### config.mk
export PLATFORM = sky130hd
export DESIGN_NAME = result_argmax_reader
export DESIGN_NICKNAME = d
export VERILOG_FILES = /design/src/rtl/result_argmax_reader.sv
export SDC_FILE = /design/constraint.sdc
export NUM_CORES = 1
export LEC_CHECK = 0
export ABC_AREA = 0
export CAP_MARGIN = 40
export CORE_MARGIN = 4
export CORE_UTILIZATION = 53
export DETAILED_ROUTE_END_ITERATION = 12
export GPL_TIMING_DRIVEN = 0
export PLACE_DENSITY = 0.8
export SETUP_SLACK_MARGIN = 0.3
export SYNTH_ARGS = -nofsm -noshare
export SYNTH_HDL_FRONTEND = slang
export SYNTH_SLANG_ARGS = --single-unit
### constraint.sdc
create_clock -name clk -period 2.9 [get_ports clk]
set_clock_uncertainty 0.15 [all_clocks]
set_input_delay 0.435 -clock clk [delete_from_list [all_inputs] [get_ports clk]]
set_output_delay 0.435 -clock clk [all_outputs]
set_load 0.02 [all_outputs]
### src/rtl/result_argmax_reader.sv
// result_argmax_reader
//
// Drains the accelerator's result vector out of the neuron RAM after a rising
// edge of acc_finished, streams each word over a valid/ready port and keeps a
// running signed argmax that becomes the classification output.
//
// Ports:
//   clk, reset           clock (rising edge) and synchronous active-low reset
//   acc_finished         accelerator finished level; a rising edge starts a drain
//   result_base_address  first result word address (sampled at latch only)
//   result_word_count    number of result words (sampled at latch only)
//   ram_rd_adr           registered neuron RAM read address
//   ram_rd_data          neuron RAM read data, RD_LATENCY cycles after the address
//   out_valid/out_ready  stream handshake
//   out_data             result word
//   out_index            word offset from base (0-based)
//   out_last             marks the final word
//   busy                 high from latch until the drain completes
//   argmax_valid         argmax outputs valid (held in DONE)
//   argmax_index         offset of the maximum word (ties keep the lower index)
//   argmax_value         maximum value, signed
module result_argmax_reader #(
  parameter int ADDR_W     = 10,
  parameter int DATA_W     = 8,
  parameter int RD_LATENCY = 1
) (
  input  logic              clk,
  input  logic              reset,
  input  logic              acc_finished,
  input  logic [ADDR_W-1:0] result_base_address,
  input  logic [ADDR_W-1:0] result_word_count,
  output logic [ADDR_W-1:0] ram_rd_adr,
  input  logic [DATA_W-1:0] ram_rd_data,
  output logic              out_valid,
  input  logic              out_ready,
  output logic [DATA_W-1:0] out_data,
  output logic [ADDR_W-1:0] out_index,
  output logic              out_last,
  output logic              busy,
  output logic              argmax_valid,
  output logic [ADDR_W-1:0] argmax_index,
  output logic [DATA_W-1:0] argmax_value
);

  localparam int WC_W = (RD_LATENCY > 1) ? $clog2(RD_LATENCY) : 1;
  localparam logic [WC_W-1:0] WC_LAST = WC_W'(RD_LATENCY - 1);

  typedef enum logic [2:0] {
    S_IDLE,
    S_ISSUE,
    S_WAIT,
    S_OUT,
    S_DONE
  } state_t;

  state_t state, state_next;

  logic              fin_q;
  logic [ADDR_W-1:0] base;
  logic [ADDR_W-1:0] count;
  logic [ADDR_W-1:0] idx;
  logic [WC_W-1:0]   wait_cnt;

  logic rise;
  logic wait_last;
  logic handshake;
  logic better;

  assign rise      = acc_finished & ~fin_q;
  assign wait_last = (wait_cnt == WC_LAST);
  assign handshake = out_valid & out_ready;
  // The first word always seeds the maximum; afterwards only a strictly
  // greater signed value replaces it, so ties keep the lower index.
  assign better    = (idx == '0) || ($signed(ram_rd_data) > $signed(argmax_value));

  always_ff @(posedge clk) begin
    if (!reset) begin
      state <= S_IDLE;
    end else begin
      state <= state_next;
    end
  end

  always_comb begin
    state_next = state;
    case (state)
      S_IDLE:  if (rise) state_next = (result_word_count == '0) ? S_DONE : S_ISSUE;
      S_ISSUE: state_next = S_WAIT;
      S_WAIT:  if (wait_last) state_next = S_OUT;
      S_OUT:   if (handshake) state_next = out_last ? S_DONE : S_ISSUE;
      S_DONE:  if (!acc_finished) state_next = S_IDLE;
      default: state_next = S_IDLE;
    endcase
  end

  // fin_q resets high so a level already high at reset release is not
  // mistaken for a fresh rising edge.
  always_ff @(posedge clk) begin
    if (!reset) begin
      fin_q        <= 1'b1;
      base         <= '0;
      count        <= '0;
      idx          <= '0;
      wait_cnt     <= '0;
      ram_rd_adr   <= '0;
      out_valid    <= 1'b0;
      out_data     <= '0;
      out_index    <= '0;
      out_last     <= 1'b0;
      busy         <= 1'b0;
      argmax_valid <= 1'b0;
      argmax_index <= '0;
      argmax_value <= '0;
    end else begin
      fin_q <= acc_finished;
      case (state)
        S_IDLE: begin
          if (rise) begin
            base  <= result_base_address;
            count <= result_word_count;
            idx   <= '0;
            busy  <= 1'b1;
            if (result_word_count == '0) begin
              argmax_index <= '0;
              argmax_value <= '0;
            end
          end
        end
        S_ISSUE: begin
          // Address arithmetic wraps modulo the RAM size.
          ram_rd_adr <= base + idx;
          wait_cnt   <= '0;
        end
        S_WAIT: begin
          if (wait_last) begin
            out_data  <= ram_rd_data;
            out_index <= idx;
            out_last  <= (idx == count - 1'b1);
            out_valid <= 1'b1;
            if (better) begin
              argmax_value <= ram_rd_data;
              argmax_index <= idx;
            end
          end else begin
            wait_cnt <= wait_cnt + 1'b1;
          end
        end
        S_OUT: begin
          if (handshake) begin
            out_valid <= 1'b0;
            if (out_last) begin
              busy         <= 1'b0;
              argmax_valid <= 1'b1;
            end else begin
              idx <= idx + 1'b1;
            end
          end
        end
        S_DONE: begin
          busy         <= 1'b0;
          argmax_valid <= acc_finished;
        end
        default: ;
      endcase
    end
  end

endmodule
After elaboration in Yosys (flattened, before gate mapping)
Cells that the tools add are included.
{"block": "totals", "regBits": 85, "input_bits": 32, "output_inout_bits": 50}
{"block": "classes", "addsub": 4, "n_lt_le_gt_ge": 1, "eq_ne": 13, "mux": 33, "bitwise_logic": 4, "reduce_logical": 18}
{"cell": "$mux W10", "count": 7}
{"cell": "$pmux W10 S2", "count": 2}
{"cell": "$mux W8", "count": 4}
{"cell": "$logic_not A10 Y1", "count": 2}
{"cell": "$mux W3", "count": 6}
{"cell": "$ne A2 B2 Y1 const B", "count": 8}
{"cell": "$pmux W8 S2", "count": 1}
{"cell": "$pmux W3 S5", "count": 1}
{"cell": "$reduce_and A4 Y1", "count": 3}
{"cell": "$add A10 B1 Y10 const B", "count": 1}
{"cell": "$add A10 B10 Y10", "count": 1}
{"cell": "$eq A10 B10 Y1", "count": 1}
{"cell": "$reduce_bool A2 Y1", "count": 5}
{"cell": "$sub A10 B1 Y10 const B", "count": 1}
{"cell": "$gt A8 B8 Y1", "count": 1}
{"cell": "$mux W1", "count": 8}
{"cell": "$eq A3 B2 Y1 const B", "count": 2}
{"cell": "$pmux W1 S2", "count": 3}
{"cell": "$reduce_and A3 Y1", "count": 2}
{"cell": "$reduce_and A5 Y1", "count": 1}
{"cell": "$reduce_and A2 Y1", "count": 2}
{"cell": "$eq A3 B1 Y1 const B", "count": 1}
{"cell": "$eq A3 B3 Y1 const B", "count": 1}
{"cell": "$logic_not A3 Y1", "count": 1}
{"cell": "6 further kinds", "count": 8}

Logic depth before layout (Yosys ltp)
Gate-level depths: netlist (run 1).
{"block": "depth", "depth_word": 5, "mapped_depth": 9, "ltp_nobuf": 8}

Worst setup path before layout (run 1)
Ideal clock, no wire load.
{"block": "synth_path", "kind": "register to register", "from": "reg argmax_value[7]", "to": "reg argmax_value[0]", "t_arrival_ns": 1.906, "setup_slack_ns": 0.772, "path_stages_with_launch": 10, "period_less_slack_ns": 2.128, "cell_sequence": "dfxtp_1 > inv_1 > ha_1 > nand4_1 > o32ai_1 > a31oi_1 > o221ai_2 > buf_6 > buf_12 > mux2i_1"}
{"block": "synth_via", "elab_chain_len": 4}
{"item": "start: declaration", "line": "42", "text": "output logic [DATA_W-1:0] argmax_value"}
{"item": "start signal: assignment", "line": "141", "text": "argmax_value <= ram_rd_data;"}
{"item": "$gt A8 B8 Y1", "line": "74", "text": "assign better = (idx == '0) || ($signed(ram_rd_data) > $signed(argmax_value));"}
{"item": "$logic_or A1 B1 Y1", "line": "74"}
{"item": "$ne A2 B2 Y1 (no source line)"}
{"item": "$reduce_and A5 Y1 (no source line)"}
No other way between the ends.
A chain may end at the register's enable or synchronous reset.

Worst setup path in the final report (run 1)
{"block": "layout_path", "from": "in ram_rd_data[6]", "to": "reg argmax_index[9]"}
{"block": "layout_via", "elab_chain_len": 4}
{"item": "start: declaration", "line": "33", "text": "input logic [DATA_W-1:0] ram_rd_data,"}
{"item": "$gt A8 B8 Y1", "line": "74"}
{"item": "$logic_or A1 B1 Y1", "line": "74"}
{"item": "$ne A2 B2 Y1 (no source line)"}
{"item": "$reduce_and A5 Y1 (no source line)"}
{"item": "end signal: assignment", "line": "142", "text": "argmax_index <= idx;"}
{"item": "end: declaration", "line": "41", "text": "output logic [ADDR_W-1:0] argmax_index,"}
No other way between the ends.

==> impl_metrics.csv, run 1 <==
group,metric,value,unit
final_layout,seqCellArea,1680,um2
detailed_routing,ant_nets,0,
global_route,grt_pass1_vias,3977,
detailed_routing,drt_iter0_drc,171,
global_route,grt_usage,23.5,%
job,drv_cap,0,
final_layout,drive_gt1_share,6.32,%
global_route,grt-ovfl-total,0,
final_layout,synthToLayoutAreaGrowth,27.2,%
pwr,p_per_area,423,nW/um2
logic_synthesis,synth_ff_type,"dfxtp_1",
floorplan,die_h,99.1,um
final_layout,multi_input_area,2490,um2
setup_path,cp.required,2.99,ns
global_route,antenna_found_initial,0,
floorplan,pin_count,82,
setup_path,path_buf_inv,3,
detailed_routing,wl_per_cell,16.1,um
setup_path,crit_path_top_delay_cell,"clkdlybuf4s50_1",
placed_design,port_buffers,80,
final_layout,n_fill_cell,625,
clocking,clock-sinks,84,
timing,fmax,400,MHz
timing,tightest_slew,0.665,ns
clocking,h-tree-depth,3,
timing,hold_viol,0,
floorplan,die_x,99.1,um
pwr,swShare,27.2,%
logic_synthesis,yosys_warnings,0,
global_route,grt_max_degree,16,
global_route,grt_pass1_wl,18800,um
final_layout,antenna_cells,0,
setup_path,worstPathMaxFanout,10,
timing,fin_hold_ws,0.314,ns
logic_synthesis,ys_ff_latch,84,
pwr,p_seq_share,50.4,%
detailed_routing,first_pass_iters,5,
timing,rsz0062_at_grt,"false",
logic_synthesis,syn-num-nets,584,
outcome,status,"completed",
timing,slew_violations,0,
logic_synthesis,postSynthAreaPerCell,8.28,um2
setup_path,worstPathArrival,2.59,ns
floorplan,core.rowCount,32,
placed_design,dp_hpwl,8780,um
detailed_routing,drc,0,
timing,finalWorstSetupSlack,0.401,ns
final_layout,stdcell_count,735,
floorplan,initial_core_util,55.8,%
placed_design,gp_congestion,0.900,
detailed_routing,vias,4175,
clocking,insertion_delay,0.36,ns
clocking,cts_tree,"built",
placed_design,place_ws,-0.0127,ns
detailed_routing,routed_wl,11800,um
pwr,ir_worst_vdd,0.000244,V
clocking,clockBufferDepth,2,
pwr,switchingPower,0.000644,W
floorplan,core_area,7890,um2
timing,tns,0,ns
floorplan,fp.dieArea,9820,um2
timing,slew_headroom,55.6,%
clocking,cts-root-buf,"clkbuf_8",
pwr,finalPower,0.00237,W
pwr,p_leak,2.10,nW
logic_synthesis,synth_cells,531,
setup_path,worstSetupEndpointType,"register",
placed_design,dp.cells,713,
clocking,numCtsBuffers,9,
timing,setup_viol,0,
detailed_routing,post_drt_via_cell_ratio,5.68,
pwr,p_clk_share,36.2,%
logic_synthesis,synth-async-reset-ratio,0,%
logic_synthesis,synth-edff-count,0,
setup_path,crit_family,"buffers and inverters",
timing,finalCriticalPeriod,2.50,ns
pwr,comb_power_share,13.4,%
setup_path,worstSetupStartpointType,"input port",
setup_path,path_cells,"clkdlybuf4s50_1 -> ha_1 -> nand4_1 -> a211o_1 -> a31oi_2 -> o221ai_2 -> buf_6 -> buf_12 -> mux2i_1",
logic_synthesis,synth.cell_area,4400,um2
final_layout,nets,681,
hold_path,hold_path.class,"reg2reg",
clocking,clk_pin_slew_worst_paths,0.08,ns
setup_path,cpPeakStageDelay,0.50,ns
pwr,p_int,0.00172,W
logic_synthesis,synth-seq-area-share,38.2,%
setup_path,crit_type,"in2reg",
timing,fin_crit_sh,86.2,%
logic_synthesis,synth_cell_types,59,
## worst reg2reg max path, delay by kind of cell (launching register included)
kind / cells / cell delay (ns)
simple gates: 1 / 0.13
buf+inv: 2 / 0.47
fa+ha+maj: 1 / 0.45
flops: 1 / 0.38
compound gates: 4 / 0.71
## final timing paths
check	slack, ns	start	cells after the start	to
setup / recovery	0.40	ram_rd_data[6]	9	argmax_index[9]
hold / removal	0.31	out_data[4]	2	out_data[4]
setup reg to reg	0.53	idx[1]	8	ram_rd_adr[8]
hold reg to reg	0.31	out_data[4]	2	out_data[4]
## repair_timing
action,in CTS,in global routing
hold buffers,0,0
setup endpoints to repair,0,11
endpoints found under the hold margin,0,0
buffers inserted,0,6
resized for setup,0,4
## metrics by stage
step | area (um2) | util, %
global route | 5600 | 71.0
global placement | 5330 | 67.5
CTS | 5530 | 70.1
finish | 5600 | 71.0
floorplan | 4400 | -
detailed placement | 5330 | 67.5
## cells in the final DEF (no fill, tap or decap), drive strengths merged, types with 6 or more instances in the layout
cell type,synthesis,layout
nor2,20,20
clkdlybuf4s50,0,80
clkbuf,35,44
mux2i,18,18
nor4,9,9
inv,19,22
buf,6,12
o21ai,12,12
o211ai,6,6
ha,20,20
a21oi,8,8
nor3,8,8
xnor2,19,19
a21boi,42,42
nand3,27,27
nand4,7,7
nand2,120,120
dfxtp,84,84
## sequential cells by signal, indices dropped and copies added (netlist names)
signal and cells:
argmax_index 10, base 10, busy 1, out_data 8
argmax_valid 1, count 10, out_index 10, out_valid 1
out_last 1, state 3, argmax_value 8, idx 10
fin_q 1, ram_rd_adr 10
## logic make-up (layout without fill, tap and decap cells)
family	after synthesis	in the layout	share of synthesized area (%)
buffers and inverters	60	162	5.77
flip-flops	84	84	38.2
AND/OR/NAND/NOR	224	224	24.1
adder cells (fa/ha/maj)	21	21	6.14
AO/OA/AOI/OAI	100	100	16.8
multiplexers	18	18	4.10
XOR/XNOR	24	24	4.78
## per-layer routing
metal  part of all wire [%]  up-vias  global-route usage (%)
li1                       -     2037                       -
met4                    2.5        0                    9.98
met5                      0        -                       0
met3                    7.6       30                    4.70
met1                     44     1940                    30.2
met2                     46      168                    38.4
## cell type report
class,instances,share of cell area [%]
Buffer,41,3.26
Clock buffer,9,2.21
Clock inverter,7,1.32
Inverter,19,1.27
Multi-Input combinational cell,387,44.5
Sequential cell,84,30.0
Tap cell,102,2.28
Timing Repair Buffer,86,15.1
## cell usage after synthesis (2+ instances only)
| library cell | n | area share, % |
|---|---|---|
| nand2_1 | 120 | 10 |
| dfxtp_1 | 84 | 38 |
| clkbuf_1 | 35 | 3.0 |
| a21boi_1 | 32 | 5.5 |
| nand3_1 | 27 | 3.1 |
| ha_1 | 20 | 5.7 |
| inv_1 | 19 | 1.6 |
| nor2_1 | 19 | 1.6 |
| xnor2_1 | 19 | 3.8 |
| mux2i_1 | 18 | 4.1 |
| a21boi_0 | 10 | 1.7 |
| o21ai_0 | 9 | 1.0 |
| a21oi_1 | 8 | 0.91 |
| nor3_1 | 8 | 0.91 |
| nor4_1 | 8 | 1.1 |
| nand4_1 | 7 | 1.0 |
| o211ai_1 | 6 | 1.0 |
| xor2_1 | 5 | 1.0 |
| buf_2 | 4 | 0.46 |
| nand2b_1 | 4 | 0.57 |
| nand3b_1 | 4 | 0.68 |
| nor2b_1 | 4 | 0.57 |
| nor3b_1 | 4 | 0.68 |
| nor4b_1 | 4 | 0.80 |
| a21o_1 | 3 | 0.51 |
| o21a_1 | 3 | 0.51 |
| o21ai_1 | 3 | 0.34 |
| o31ai_1 | 3 | 0.51 |
| a2111oi_0 | 2 | 0.40 |
| a211o_1 | 2 | 0.40 |
| a211oi_1 | 2 | 0.34 |
| a31oi_1 | 2 | 0.28 |
| a32oi_1 | 2 | 0.40 |
| and2_1 | 2 | 0.28 |
| o211a_1 | 2 | 0.46 |
| o311a_1 | 2 | 0.46 |
| or2_2 | 2 | 0.28 |
| or3_1 | 2 | 0.28 |
## power by group through the flow
stage / Sequential, W / Clock, W / Combinational, W
5_1_grt: 0.00120 / 0.000918 / 0.000344
3_5_place_dp: 0.00122 / 0 / 0.000301
2_1_floorplan: 0.00123 / 0 / 0.000169
6_report: 0.00119 / 0.000858 / 0.000317
4_1_cts: 0.00119 / 0.000864 / 0.000303
3_3_place_gp: 0.00122 / 0 / 0.000294
(Power assumes the default switching activity.)
==> run 2: changes to the inputs <==
Settings changed: CTS_BUF_LIST from default to sky130_fd_sc_hd__clkbuf_16.
==> impl_metrics.csv, run 2 (same netlist as run 1, synthesis figures left out) <==
group,metric,value,unit
detailed_routing,routed_wl,12100,um
timing,fmax,392,MHz
final_layout,nets,680,
clocking,clk_pin_slew_worst_paths,0.06,ns
setup_path,cpPeakStageDelay,0.51,ns
pwr,swShare,25.7,%
timing,finalCriticalPeriod,2.55,ns
setup_path,crit_type,"in2reg",
clocking,h-tree-depth,3,
job,drv_cap,0,
final_layout,antenna_cells,0,
clocking,numCtsBuffers,9,
global_route,grt_pass1_wl,19000,um
setup_path,worstReg2RegEnd,"ram_rd_adr[8]",
hold_path,holdPathEnd,"base[2]",
clocking,cts-root-buf,"clkbuf_16",
clocking,clock-sinks,84,
pwr,p_int,0.00200,W
clocking,insertion_delay,0.34,ns
final_layout,final_common_cell,"nand2_1",
placed_design,place_ws,-0.0127,ns
final_layout,n_fill_cell,598,
pwr,finalPower,0.00269,W
final_layout,mostFrequentLayoutCells,"nand2_1, dfxtp_1, clkdlybuf4s50_1, clkbuf_1, a21boi_1",
setup_path,worstPathMaxFanout,10,
timing,slew_violations,0,
setup_path,path_cells,"clkdlybuf4s50_1 -> ha_4 -> nand4_1 -> a211o_1 -> a31oi_4 -> o221ai_2 -> buf_6 -> buf_12 -> mux2i_1",
global_route,grt-ovfl-total,0,
final_layout,synthToLayoutAreaGrowth,30.1,%
pwr,ir_worst_vdd,0.000309,V
timing,setup_viol,0,
final_layout,final_area,5720,um2
global_route,grt_max_degree,16,
clocking,postCtsHoldBufs,0,
hold_path,min-delay-start,"base[2]",
placed_design,placed_area,5330,um2
global_route,grt_pass1_vias,3995,
detailed_routing,post_drt_via_cell_ratio,5.68,
setup_path,cp.required,2.97,ns
placed_design,gp_congestion,0.900,
detailed_routing,drc,0,
detailed_routing,ant_nets,0,
clocking,clockBufferDepth,2,
setup_path,reg2regPathDepth,8,
timing,fin_crit_sh,87.9,%
pwr,p_per_area,470,nW/um2
pwr,comb_power_share,12.0,%
timing,rsz0062_at_grt,"true",
timing,slew_headroom,53.6,%
detailed_routing,wl_per_cell,16.5,um
global_route,antenna_found_initial,0,
pwr,p_leak,2.15,nW
floorplan,pin_count,82,
final_layout,drive_gt1_share,6.49,%
hold_path,hold_path.class,"reg2reg",
setup_path,worstSetupStartpointType,"input port",
pwr,switchingPower,0.000691,W
placed_design,port_buffers,80,
floorplan,fp.dieArea,9820,um2
detailed_routing,drt_iter0_drc,191,
timing,hold_viol,0,
setup_path,crit_path_top_delay_cell,"clkdlybuf4s50_1",
detailed_routing,vias,4172,
floorplan,die_x,99.1,um
pwr,p_seq_share,44.4,%
detailed_routing,first_pass_iters,5,
floorplan,core_area,7890,um2
clocking,cts_tree,"built",
setup_path,reg2reg_from,"idx[1]",
placed_design,dp_hpwl,8780,um
floorplan,die_h,99.1,um
global_route,grt_usage,23.9,%
setup_path,reg2reg_setup_slack,0.51,ns
setup_path,worstSetupEndpointType,"register",
timing,tightest_slew,0.689,ns
floorplan,initial_core_util,55.8,%
floorplan,core.rowCount,32,
hold_path,min_delay_path_depth,2,
final_layout,fin_util,72.5,%
outcome,status,"completed",
timing,finalWorstSetupSlack,0.351,ns
pwr,p_clk_share,43.6,%
setup_path,worstPathArrival,2.62,ns
run 2: cell types whose count changed in the layout (fill, tap and decap cells not counted), sizes merged:
cell,change
dlymetal6s2s,+1
clkdlybuf4s50,-1
buf,-1
run 2: what timing repair did:
| action | 4_1_cts | 5_1_grt |
|---|---|---|
| setup buffers | 0 | 5 |
| resized for setup | 0 | 8 |
| endpoints found under the hold margin | 0 | 0 |
| setup endpoints to repair | 0 | 11 |
run 2: per-stage QoR:
stage | std cells | hold slack, ns | setup TNS [ns]
after floorplan | 531 | 0.289 | 0
after global placement | 713 | 0.291 | 0
after global routing | 734 | 0.330 | 0
after detailed placement | 713 | 0.302 | -0.0675
after CTS | 729 | 0.312 | 0
final | 734 | 0.311 | 0
run 2: routing by layer:
layer	GRT usage, %	wire [um]
met1	30.3	5200
met4	10.1	331
met2	40.2	5730
met5	0	0
met3	4.00	863
run 2: worst max-delay path by stage:
stage	from	slack, ns	cells after the start	to
after floorplan	argmax_value[7]	0.77	9	argmax_value[0]
after global routing	ram_rd_data[7]	0.23	9	argmax_index[9]
after global placement	ram_rd_data[7]	0.02	9	argmax_value[6]
after CTS	ram_rd_data[6]	0.33	9	argmax_index[9]
final	ram_rd_data[7]	0.35	9	argmax_index[9]
after detailed placement	ram_rd_data[6]	-0.01	9	argmax_value[2]
run 2: power by group through the flow:
stage	combinational, W	clock [W]	sequential (W)
6_report	0.000322	0.00117	0.00119
5_1_grt	0.000348	0.00122	0.00120
2_1_floorplan	0.000169	0	0.00123
4_1_cts	0.000304	0.00117	0.00119
3_5_place_dp	0.000301	0	0.00122
3_3_place_gp	0.000294	0	0.00122
run 2: cell type report:
class	instances	area (um2)	area share, %
multi-input cells	387	2520	44.0
flip-flops and latches	84	1680	29.4
clock inverters	7	73.8	1.29
plain buffers	41	183	3.19
clock buffers	9	225	3.94
inverters	19	71.3	1.25
well taps	102	128	2.23
repair buffers	85	841	14.7
run 2: worst max-delay path, delay by kind of cell:
family / cells / cell delay (ns)
AOI/OAI and AO/OA: 3 / 0.72
adders and majority gates: 1 / 0.32
muxes: 1 / 0.12
and+or+nand+nor: 1 / 0.21
buffers and inverters: 3 / 0.82
